===== config.mk =====
export PLATFORM = sky130hd
export DESIGN_NAME = swarm_host_ctrl
export DESIGN_NICKNAME = d
export VERILOG_FILES = /design/src/rtl/swarm_host_ctrl.sv
export SDC_FILE = /design/constraint.sdc
export NUM_CORES = 1
export LEC_CHECK = 0
export ABC_AREA = 1
export CORE_MARGIN = 2
export CORE_UTILIZATION = 53
export CTS_CLUSTER_DIAMETER = 60
export DETAILED_ROUTE_END_ITERATION = 16
export HOLD_SLACK_MARGIN = 0.05
export PLACE_DENSITY_LB_ADDON = 0.05
export SYNTH_ARGS = -nofsm -noshare
export SYNTH_HDL_FRONTEND = slang
export SYNTH_SLANG_ARGS = --single-unit

===== constraint.sdc =====
create_clock -name clk -period 3.15 [get_ports clk]
set_input_delay 0.4725 -clock clk [delete_from_list [all_inputs] [get_ports clk]]
set_output_delay 0.4725 -clock clk [all_outputs]
set_load 0.05 [all_outputs]

===== src/rtl/swarm_host_ctrl.sv =====
// swarm_host_ctrl: host-side run controller for the solver swarm.
// Buffers CNF literals and broadcasts them to every core (each core may take
// the head on a different cycle), sequences start/halt/abort/timeout, and
// latches the first finishing core's result.
module swarm_host_ctrl #(
    parameter int NUM_CORES       = 4,
    parameter int LOAD_FIFO_DEPTH = 16,
    parameter int CYCLE_W         = 48,
    parameter int ID_W            = (NUM_CORES > 1) ? $clog2(NUM_CORES) : 1
) (
    input  logic                 clk,
    input  logic                 rst_n,
    input  logic                 host_start,
    input  logic                 host_abort,
    input  logic [CYCLE_W-1:0]   host_timeout_cycles,
    input  logic                 host_load_valid,
    input  logic signed [31:0]   host_load_literal,
    input  logic                 host_load_clause_end,
    output logic                 host_load_ready,
    output logic [NUM_CORES-1:0] core_load_valid,
    output logic signed [31:0]   core_load_literal,
    output logic                 core_load_clause_end,
    input  logic [NUM_CORES-1:0] core_load_ready,
    output logic                 core_start,
    output logic                 core_halt,
    input  logic [NUM_CORES-1:0] core_solve_done,
    input  logic [NUM_CORES-1:0] core_is_sat,
    input  logic [NUM_CORES-1:0] core_is_unsat,
    output logic                 host_busy,
    output logic                 host_done,
    output logic                 host_sat,
    output logic                 host_unsat,
    output logic                 host_timeout,
    output logic                 host_conflict,
    output logic [ID_W-1:0]      host_winner_id,
    output logic [CYCLE_W-1:0]   host_cycles
);

    localparam int AW = $clog2(LOAD_FIFO_DEPTH);

    typedef enum logic [1:0] {IDLE, DRAIN, RUN, DONE} state_t;
    state_t state;

    // ---------------- load buffer + broadcast ----------------
    logic [32:0]          mem [LOAD_FIFO_DEPTH];
    logic [AW-1:0]        wr_ptr, rd_ptr;
    logic [AW:0]          count;
    logic                 fifo_empty, fifo_full, push, pop;
    logic [NUM_CORES-1:0] taken, accept;

    assign fifo_empty      = (count == '0);
    assign fifo_full       = (count == (AW+1)'(LOAD_FIFO_DEPTH));
    assign host_load_ready = !fifo_full && (state == IDLE);
    assign push            = host_load_valid && host_load_ready;
    assign core_load_valid = fifo_empty ? '0 : ~taken;
    assign accept          = core_load_valid & core_load_ready;
    // Head retires once every core has either taken it earlier or takes it now.
    assign pop             = !fifo_empty && (&(taken | core_load_ready));
    assign {core_load_literal, core_load_clause_end} = mem[rd_ptr];

    // Storage array; no reset needed, occupancy is tracked by count.
    always_ff @(posedge clk) begin
        if (push) mem[wr_ptr] <= {host_load_literal, host_load_clause_end};
    end

    // Pointer and occupancy bookkeeping.
    always_ff @(posedge clk or negedge rst_n) begin
        if (!rst_n) begin
            wr_ptr <= '0;
            rd_ptr <= '0;
            count  <= '0;
        end else begin
            if (push) wr_ptr <= wr_ptr + 1'b1;
            if (pop)  rd_ptr <= rd_ptr + 1'b1;
            case ({push, pop})
                2'b10:   count <= count + 1'b1;
                2'b01:   count <= count - 1'b1;
                default: count <= count;
            endcase
        end
    end

    // Per-core "already has the head" flags, cleared when the head retires.
    always_ff @(posedge clk or negedge rst_n) begin
        if (!rst_n)   taken <= '0;
        else if (pop) taken <= '0;
        else          taken <= taken | accept;
    end

    // ---------------- result decode ----------------
    logic [NUM_CORES-1:0] win;
    logic [ID_W-1:0]      win_id;
    logic                 any_win, any_sat, any_unsat, timeout_hit, go_run;

    assign win         = core_solve_done & (core_is_sat | core_is_unsat);
    assign any_win     = |win;
    assign any_sat     = |(win & core_is_sat);
    assign any_unsat   = |(win & core_is_unsat);
    assign timeout_hit = (host_timeout_cycles != '0) && (host_cycles == host_timeout_cycles);

    // Lowest-index winning core.
    always_comb begin
        win_id = '0;
        for (int i = NUM_CORES - 1; i >= 0; i--) begin
            if (win[i]) win_id = ID_W'(i);
        end
    end

    // Conditions that launch a run next cycle (abort always blocks them).
    always_comb begin
        go_run = 1'b0;
        case (state)
            IDLE:    go_run = host_start && !host_abort && fifo_empty;
            DRAIN:   go_run = !host_abort && fifo_empty;
            DONE:    go_run = host_start && !host_abort;
            default: go_run = 1'b0;
        endcase
    end

    // Run sequencer with registered outputs. host_cycles counts the RUN
    // cycles that did not end the run, so a timeout leaves it equal to the limit.
    always_ff @(posedge clk or negedge rst_n) begin
        if (!rst_n) begin
            state          <= IDLE;
            core_start     <= 1'b0;
            core_halt      <= 1'b0;
            host_busy      <= 1'b0;
            host_done      <= 1'b0;
            host_sat       <= 1'b0;
            host_unsat     <= 1'b0;
            host_timeout   <= 1'b0;
            host_conflict  <= 1'b0;
            host_winner_id <= '0;
            host_cycles    <= '0;
        end else begin
            core_start <= go_run;
            if (go_run) begin
                state          <= RUN;
                host_busy      <= 1'b1;
                core_halt      <= 1'b0;
                host_done      <= 1'b0;
                host_sat       <= 1'b0;
                host_unsat     <= 1'b0;
                host_timeout   <= 1'b0;
                host_conflict  <= 1'b0;
                host_winner_id <= '0;
                host_cycles    <= '0;
            end else begin
                case (state)
                    IDLE: begin
                        core_halt <= 1'b0;
                        if (host_start && !host_abort) state <= DRAIN;
                    end
                    DRAIN: begin
                        if (host_abort) begin
                            state     <= IDLE;
                            core_halt <= 1'b1;
                        end
                    end
                    RUN: begin
                        if (host_abort) begin
                            state     <= IDLE;
                            host_busy <= 1'b0;
                            core_halt <= 1'b1;
                        end else if (any_win) begin
                            state          <= DONE;
                            host_busy      <= 1'b0;
                            host_done      <= 1'b1;
                            core_halt      <= 1'b1;
                            host_winner_id <= win_id;
                            host_sat       <= core_is_sat[win_id];
                            host_unsat     <= core_is_unsat[win_id];
                            host_conflict  <= any_sat && any_unsat;
                        end else if (timeout_hit) begin
                            state        <= DONE;
                            host_busy    <= 1'b0;
                            host_done    <= 1'b1;
                            core_halt    <= 1'b1;
                            host_timeout <= 1'b1;
                        end else if (host_cycles != '1) begin
                            host_cycles <= host_cycles + 1'b1;
                        end
                    end
                    DONE: begin
                        if (host_abort) begin
                            state          <= IDLE;
                            core_halt      <= 1'b0;
                            host_done      <= 1'b0;
                            host_sat       <= 1'b0;
                            host_unsat     <= 1'b0;
                            host_timeout   <= 1'b0;
                            host_conflict  <= 1'b0;
                            host_winner_id <= '0;
                        end
                    end
                endcase
            end
        end
    end

endmodule


### Yosys cells after proc, flatten, opt, wreduce, memory -nomap -nowiden

Memories as Yosys holds them, arrays and structs flattened.
Index checks and enable logic that the tools add are counted.

| storage, ports and cells | value |
|---|---|
| flip-flop bits (word level) | 77 |
| memory bits (writable) | 528 |
| input port bits | 102 |
| memories kept | 1 |

Memory list:

| memory | depth | bits a word | rd ports | clocked after memory_dff | wr ports | line | RTL |
|---|---|---|---|---|---|---|---|
| mem | 16 | 33 | 1 | 0 | 1 | 45 | `logic [32:0] mem [LOAD_FIFO_DEPTH];` |

| operators by class | value |
|---|---|
| add/subtract/negate cells | 5 |
| order comparisons | 1 |
| equality and inequality tests | 21 |
| mux-type cells | 62 |
| bitwise logic cells | 8 |
| reductions and logical operators | 31 |

Operators with widths:

| cell | number |
|---|---|
| 48-bit two-way mux | 6 |
| 48-bit by 1-bit adder with 48-bit output, second input constant | 1 |
| 48-bit == test | 1 |
| 48-bit != test, second input constant | 1 |
| 48-bit nonzero test | 1 |
| 1-bit two-way mux | 29 |
| 2-bit two-way mux | 13 |
| 3-bit != test, second input constant | 6 |
| 4-bit bitwise AND | 4 |
| 4-bit OR | 3 |
| 4-bit AND reduction | 3 |
| 4-bit OR reduction | 3 |
| 1-bit one-hot mux with 2 select lines | 5 |
| 5-bit one-hot mux with 2 select lines | 1 |
| 5-bit AND reduction | 2 |
| 4-bit by 1-bit adder with 4-bit output, second input constant | 2 |
| 1-bit logical AND | 8 |
| 4-bit two-way mux | 2 |
| 2-bit == test, second input constant | 3 |
| 2-bit by 1-bit != test with 1-bit output, second input constant | 3 |
| 2-bit one-hot mux with 3 select lines | 1 |
| 3-bit AND reduction | 2 |
| 2-bit nonzero test | 3 |
| 5-bit by 1-bit adder with 5-bit output, second input constant | 1 |
| 20 further kinds | 24 |

### Logic depth before layout (Yosys ltp)

| depth | value |
|---|---|
| depth in word-level cells | 12 |
| depth in mapped cells | 17 |
| depth with buffers taken out | 17 |

### Worst setup path before layout

No wires, ideal clock.

| timing path | value |
|---|---|
| path kind | register to register |
| start point | reg state[0] |
| end point | mem mem[11][0], enable pin |
| library setup time | 0.423 ns |
| arrival | 2.938 ns |
| required time | 2.727 ns |
| setup slack | -0.211 ns |
| stages on the path, launching flop included | 9 |
| path buffers | 0 |
| clock period less this slack | 3.361 ns |
| cell sequence | dfrtp_1 -> inv_1 -> ha_1 -> o21ai_0 -> inv_1 -> nand2_1 -> inv_1 -> nand3_1 -> nor2_1 |

| on the way | value |
|---|---|
| cells in the longest elaborated chain, start to end | 5 |

Ends and longest elaborated chain:

| item | line | RTL |
|---|---|---|
| from (decl) | 42 | `state_t state;` |
| from (signal assigned) | 124 | `state <= IDLE;` |
| from (signal assigned) | 138 | `state <= RUN;` |
| from (signal assigned) | 152 | `if (host_start && !host_abort) state <= DRAIN;` |
| 2-bit zero test | 53 | `assign host_load_ready = !fifo_full && (state == IDLE);` |
| 1-bit logical AND | 53 |  |
| net host_load_ready | 19 | `output logic host_load_ready,` |
| 1-bit logical AND | 54 | `assign push = host_load_valid && host_load_ready;` |
| 1-bit two-way mux | 63 | `if (push) mem[wr_ptr] <= {host_load_literal, host_load_clause_end};` |
| 1-bit two-way mux (not written as such) | 63 |  |
| to (decl) | 45 |  |

The timed path passes the listed nets, and every way through them passes these cells.

### Final worst setup path

| timing path | value |
|---|---|
| start point | reg rd_ptr[1] |
| end point | out core_load_literal[8] |

| on the way | value |
|---|---|
| cells in the longest elaborated chain, start to end | 1 |

Ends and longest elaborated chain:

| item | line | RTL |
|---|---|---|
| from (decl) | 46 | `logic [AW-1:0] wr_ptr, rd_ptr;` |
| from (signal assigned) | 74 | `if (pop) rd_ptr <= rd_ptr + 1'b1;` |
| memory 16 x 33 bit | -- |  |
| to (decl) | 21 | `output logic signed [31:0] core_load_literal,` |

Every way passes these cells.

==> load_flow_metrics.sql <==
INSERT INTO impl_metrics (metric_group, metric, value, unit) VALUES
('outcome', 'status', 'completed', ''),
('final_layout', 'finish.cell_count_without_fillers', '3426', ''),
('global_routing', 'met2_usage', '46.3', '%'),
('global_routing', 'grt-ovfl-total', '0', ''),
('logic_synthesis', 'most_used_dff_post_synth', 'sky130_fd_sc_hd__edfxtp_1', ''),
('place', 'numPortBuffers', '197', ''),
('route', 'drtPass1Iterations', '6', ''),
('timing', 'timing.final.crit_share', '96.6', '%'),
('timing', 'fin_crit', '3.04', 'ns'),
('clocking', 'clk-insertion-delay-late', '0.61', 'ns'),
('route', 'viasPerCell', '5.83', ''),
('route', 'final_antenna_net_count', '0', ''),
('clocking', 'clock_pin_slew_of_the_registers_on_the_worst_case_setup_and_hold_paths', '0.06', 'ns'),
('logic_synthesis', 'seq_area_frac_synth', '66.5', '%'),
('logic_synthesis', 'synthMostInstantiatedCell', 'sky130_fd_sc_hd__edfxtp_1', ''),
('route', 'drt_iter0_drc', '1803', ''),
('clocking', 'tritoncts_num_sinks', '605', ''),
('floorplan', 'floorplan.io_pins', '198', ''),
('timing', 'maxSlewHeadroom', '54.5', '%'),
('logic_synthesis', 'post_synth_inst_count', '2501', ''),
('timing', 'clock_skew', '0.0193', 'ns'),
('clocking', 'maximum_level_of_the_cts_h_tree', '3', ''),
('logic_synthesis', 'syn_area_per_cell', '10.7', 'um2'),
('logic_synthesis', 'yosys.area.top_type', 'sky130_fd_sc_hd__edfxtp_1', ''),
('critical_path', 'crit_path_end_kind', 'output port', ''),
('final_layout', 'area_growth_syn_to_layout', '20.6', '%'),
('timing', 'slew_violations', '0', ''),
('global_routing', 'grt_most_used_layer', 'met2', ''),
('critical_path', 'cp_data_arrival_time', '2.57', 'ns'),
('logic_synthesis', 'flip_flop_and_latch_count_after_synthesis', '605', ''),
('power', 'p_total', '31.3', 'mW'),
('logic_synthesis', 'netlist_top_cells_area', 'sky130_fd_sc_hd__edfxtp_1 59%, sky130_fd_sc_hd__dfrtp_1 7.2%, sky130_fd_sc_hd__nor2_1 6.4%', ''),
('route', 'drc_errors', '0', ''),
('global_routing', 'grt_util_all_layers', '28.1', '%'),
('critical_path', 'required', '2.68', 'ns'),
('timing', 'final-hold-violation-count', '0', ''),
('critical_path', 'critical_path_class', 'flip-flop to output port', ''),
('floorplan', 'floorplan.rows', '82', ''),
('global_routing', 'grt.met1_usage', '37.1', '%'),
('logic_synthesis', 'synth_cell_type_count', '35', ''),
('global_routing', 'grt_pass1_vias', '19517', ''),
('route', 'detail_route.wirelength', '73700', 'um'),
('floorplan', 'effective_utilization_at_floorplan', '53.5', '%'),
('final_layout', 'layout-drive-gt1-share', '8.61', '%'),
('place', 'numPlacedInstances', '3303', ''),
('timing', 'highest_clock_rate', '0.329', 'GHz'),
('logic_synthesis', 'ys_top_cells_by_count', '528 x sky130_fd_sc_hd__edfxtp_1, 455 x sky130_fd_sc_hd__nor2_1, 402 x sky130_fd_sc_hd__nand2_1', ''),
('place', 'place.gp.congestion', '0.935', ''),
('floorplan', 'die_y', '229', 'um'),
('clocking', 'clk_root_buffer_cell', 'sky130_fd_sc_hd__clkbuf_16', ''),
('clocking', 'cts-buffers-inserted', '66', ''),
('timing', 'setup_violations', '0', ''),
('route', 'routed_wire_length_per_instance', '21.5', 'um'),
('run', 'cap_violations', '0', ''),
('final_layout', 'postLayoutCoreUtil', '64.6', '%'),
('global_routing', 'grt_use_met3', '4.50', '%'),
('clocking', 'clk_path_buf_depth', '3', ''),
('clocking', 'tritoncts', 'yes', ''),
('power', 'p_per_area', '970', 'nW/um2'),
('logic_synthesis', 'yosys.area.top_type_share', '59.3', '%'),
('logic_synthesis', 'synth-edff-count', '528', ''),
('global_routing', 'grt_start_max_net_pins', '121', ''),
('timing', 'rsz0062_at_grt', 'no', ''),
('timing', 'measured_slew_at_the_worst_slew_check_pin', '0.683', 'ns'),
('place', 'dp.final_hpwl', '44200', 'um'),
('critical_path', 'path_max_fanout', '59', ''),
('floorplan', 'die_w', '229', 'um'),
('logic_synthesis', 'syn-cell-area', '26800', 'um2'),
('route', 'number_of_vias_after_detailed_routing', '19962', ''),
('floorplan', 'core_area', '50000', 'um2'),
('global_routing', 'grt_first_pass_wirelength', '113000', 'um'),
('logic_synthesis', 'synth.yosys.warnings', '0', ''),
('logic_synthesis', 'asyncSetResetFlopFracSynth', '12.7', '%'),
('min_path', 'worst_hold_path_type', 'primary input to asynchronous set/reset pin', ''),
('power', 'leakagePower', '11.9', 'nW'),
('logic_synthesis', 'postSynthNetCount', '2619', ''),
('final_layout', 'nets', '2820', ''),
('global_routing', 'antenna_found_initial', '4', ''),
('power', 'ir_drop', '1.35', 'mV'),
('floorplan', 'floorplan.die_area', '52300', 'um2'),
('critical_path', 'startpoint_type', 'flip-flop', '');
==> layout make-up <==
| class | instances | area, um2 |
|---|---|---|
| sequential | 605 | 17800 |
| fill | 3894 | 17700 |
| multi-input combinational | 1608 | 7970 |
| timing repair buffer | 266 | 2890 |
| clock buffer | 84 | 1770 |
| tap | 672 | 841 |
| inverter | 155 | 609 |
| clock inverter | 35 | 379 |
| antenna | 1 | 2.50 |
==> per-stage QoR <==
stage / setup TNS (ns) / cell area (um2) / worst slack, ns / hold slack (ns)
CTS: -0.0227 / 32100 / -0.0139 / 0.406
finish: 0 / 32300 / 0.109 / 0.409
global placement: 0 / 30000 / 0.217 / 0.457
global route: 0 / 32300 / 0.00518 / 0.445
floorplan: -92.33 / 26800 / -0.211 / 0.177
detailed placement: 0 / 30000 / 0.247 / 0.464
==> routing by layer <==
metal	up-vias	wire (um)
met5	-	45
met4	6	2810
met3	165	4930
met2	764	35500
met1	9788	30400
li1	9239	-
==> cells by family after synthesis <==
family | share of synthesized area, %
AND/OR/NAND/NOR | 16.3
flip-flops | 66.5
AO/OA/AOI/OAI | 10.8
buffers and inverters | 4.21
XOR/XNOR | 1.44
adder cells (fa/ha/maj) | 0.776
==> placed cells by master (no fill, tap or decap), types with 27 or more instances in the layout <==
master,n
sky130_fd_sc_hd__nand3_1,165
sky130_fd_sc_hd__buf_4,63
sky130_fd_sc_hd__o22ai_1,27
sky130_fd_sc_hd__clkbuf_16,69
sky130_fd_sc_hd__o21ai_0,292
sky130_fd_sc_hd__inv_1,148
sky130_fd_sc_hd__dfrtp_1,73
sky130_fd_sc_hd__nand2_1,401
sky130_fd_sc_hd__xor2_1,43
sky130_fd_sc_hd__nor2_1,439
sky130_fd_sc_hd__clkdlybuf4s50_1,162
sky130_fd_sc_hd__o211ai_1,27
sky130_fd_sc_hd__o221ai_1,104
sky130_fd_sc_hd__buf_12,34
sky130_fd_sc_hd__edfxtp_1,528
==> state kept, by name, summed over array words and instances, names as in the netlist <==
| name | flops |
|---|---|
| count | 5 |
| core_halt | 1 |
| core_start | 1 |
| host_winner_id | 2 |
| state | 2 |
| taken | 4 |
| rd_ptr | 4 |
| host_busy | 1 |
| host_cycles | 48 |
| host_unsat | 1 |
| host_timeout | 1 |
| host_done | 1 |
| host_sat | 1 |
| mem | 528 |
| wr_ptr | 4 |
| host_conflict | 1 |
==> worst paths after layout <==
path,start,end,slack [ns],cells past startpoint
setup / recovery,rd_ptr[1],core_load_literal[8],0.11,7
hold / removal,rst_n,count[0],0.41,2
setup reg to reg,state[0],mem[2][0],0.37,9
hold reg to reg,host_timeout,host_timeout,0.47,2
max in group asynchronous,rst_n,core_halt,2.07,3
min in group clk,host_timeout,host_timeout,0.47,2
==> where the power goes <==
part / leakage, nW / switching [mW] / internal (mW)
Sequential: 5.64 / 0.810 / 9.63
Combinational: 5.25 / 9.17 / 4.01
Clock: 1.04 / 3.17 / 4.51
Total: 11.9 / 13.1 / 18.2
==> worst max-delay path, cell delays in order, from the launching register on <==
cell and delay [ns]:
sky130_fd_sc_hd__dfrtp_4 0.50, sky130_fd_sc_hd__clkinv_2 0.25, sky130_fd_sc_hd__buf_12 0.29, sky130_fd_sc_hd__o21ai_0 0.16, sky130_fd_sc_hd__o221ai_1 0.19, sky130_fd_sc_hd__nand3_1 0.13
sky130_fd_sc_hd__nand2_1 0.16, sky130_fd_sc_hd__buf_4 0.22
==> timing repair <==
| item | in CTS | in global routing |
|---|---|---|
| cloned | 0 | 1 |
| resized for setup | 1 | 15 |
| endpoints found under the hold margin | 38 | 0 |
| buffers inserted | 0 | 1 |
| hold buffers | 1 | 0 |
| endpoints found under the setup margin | 4 | 27 |
(Power assumes the default switching activity.)
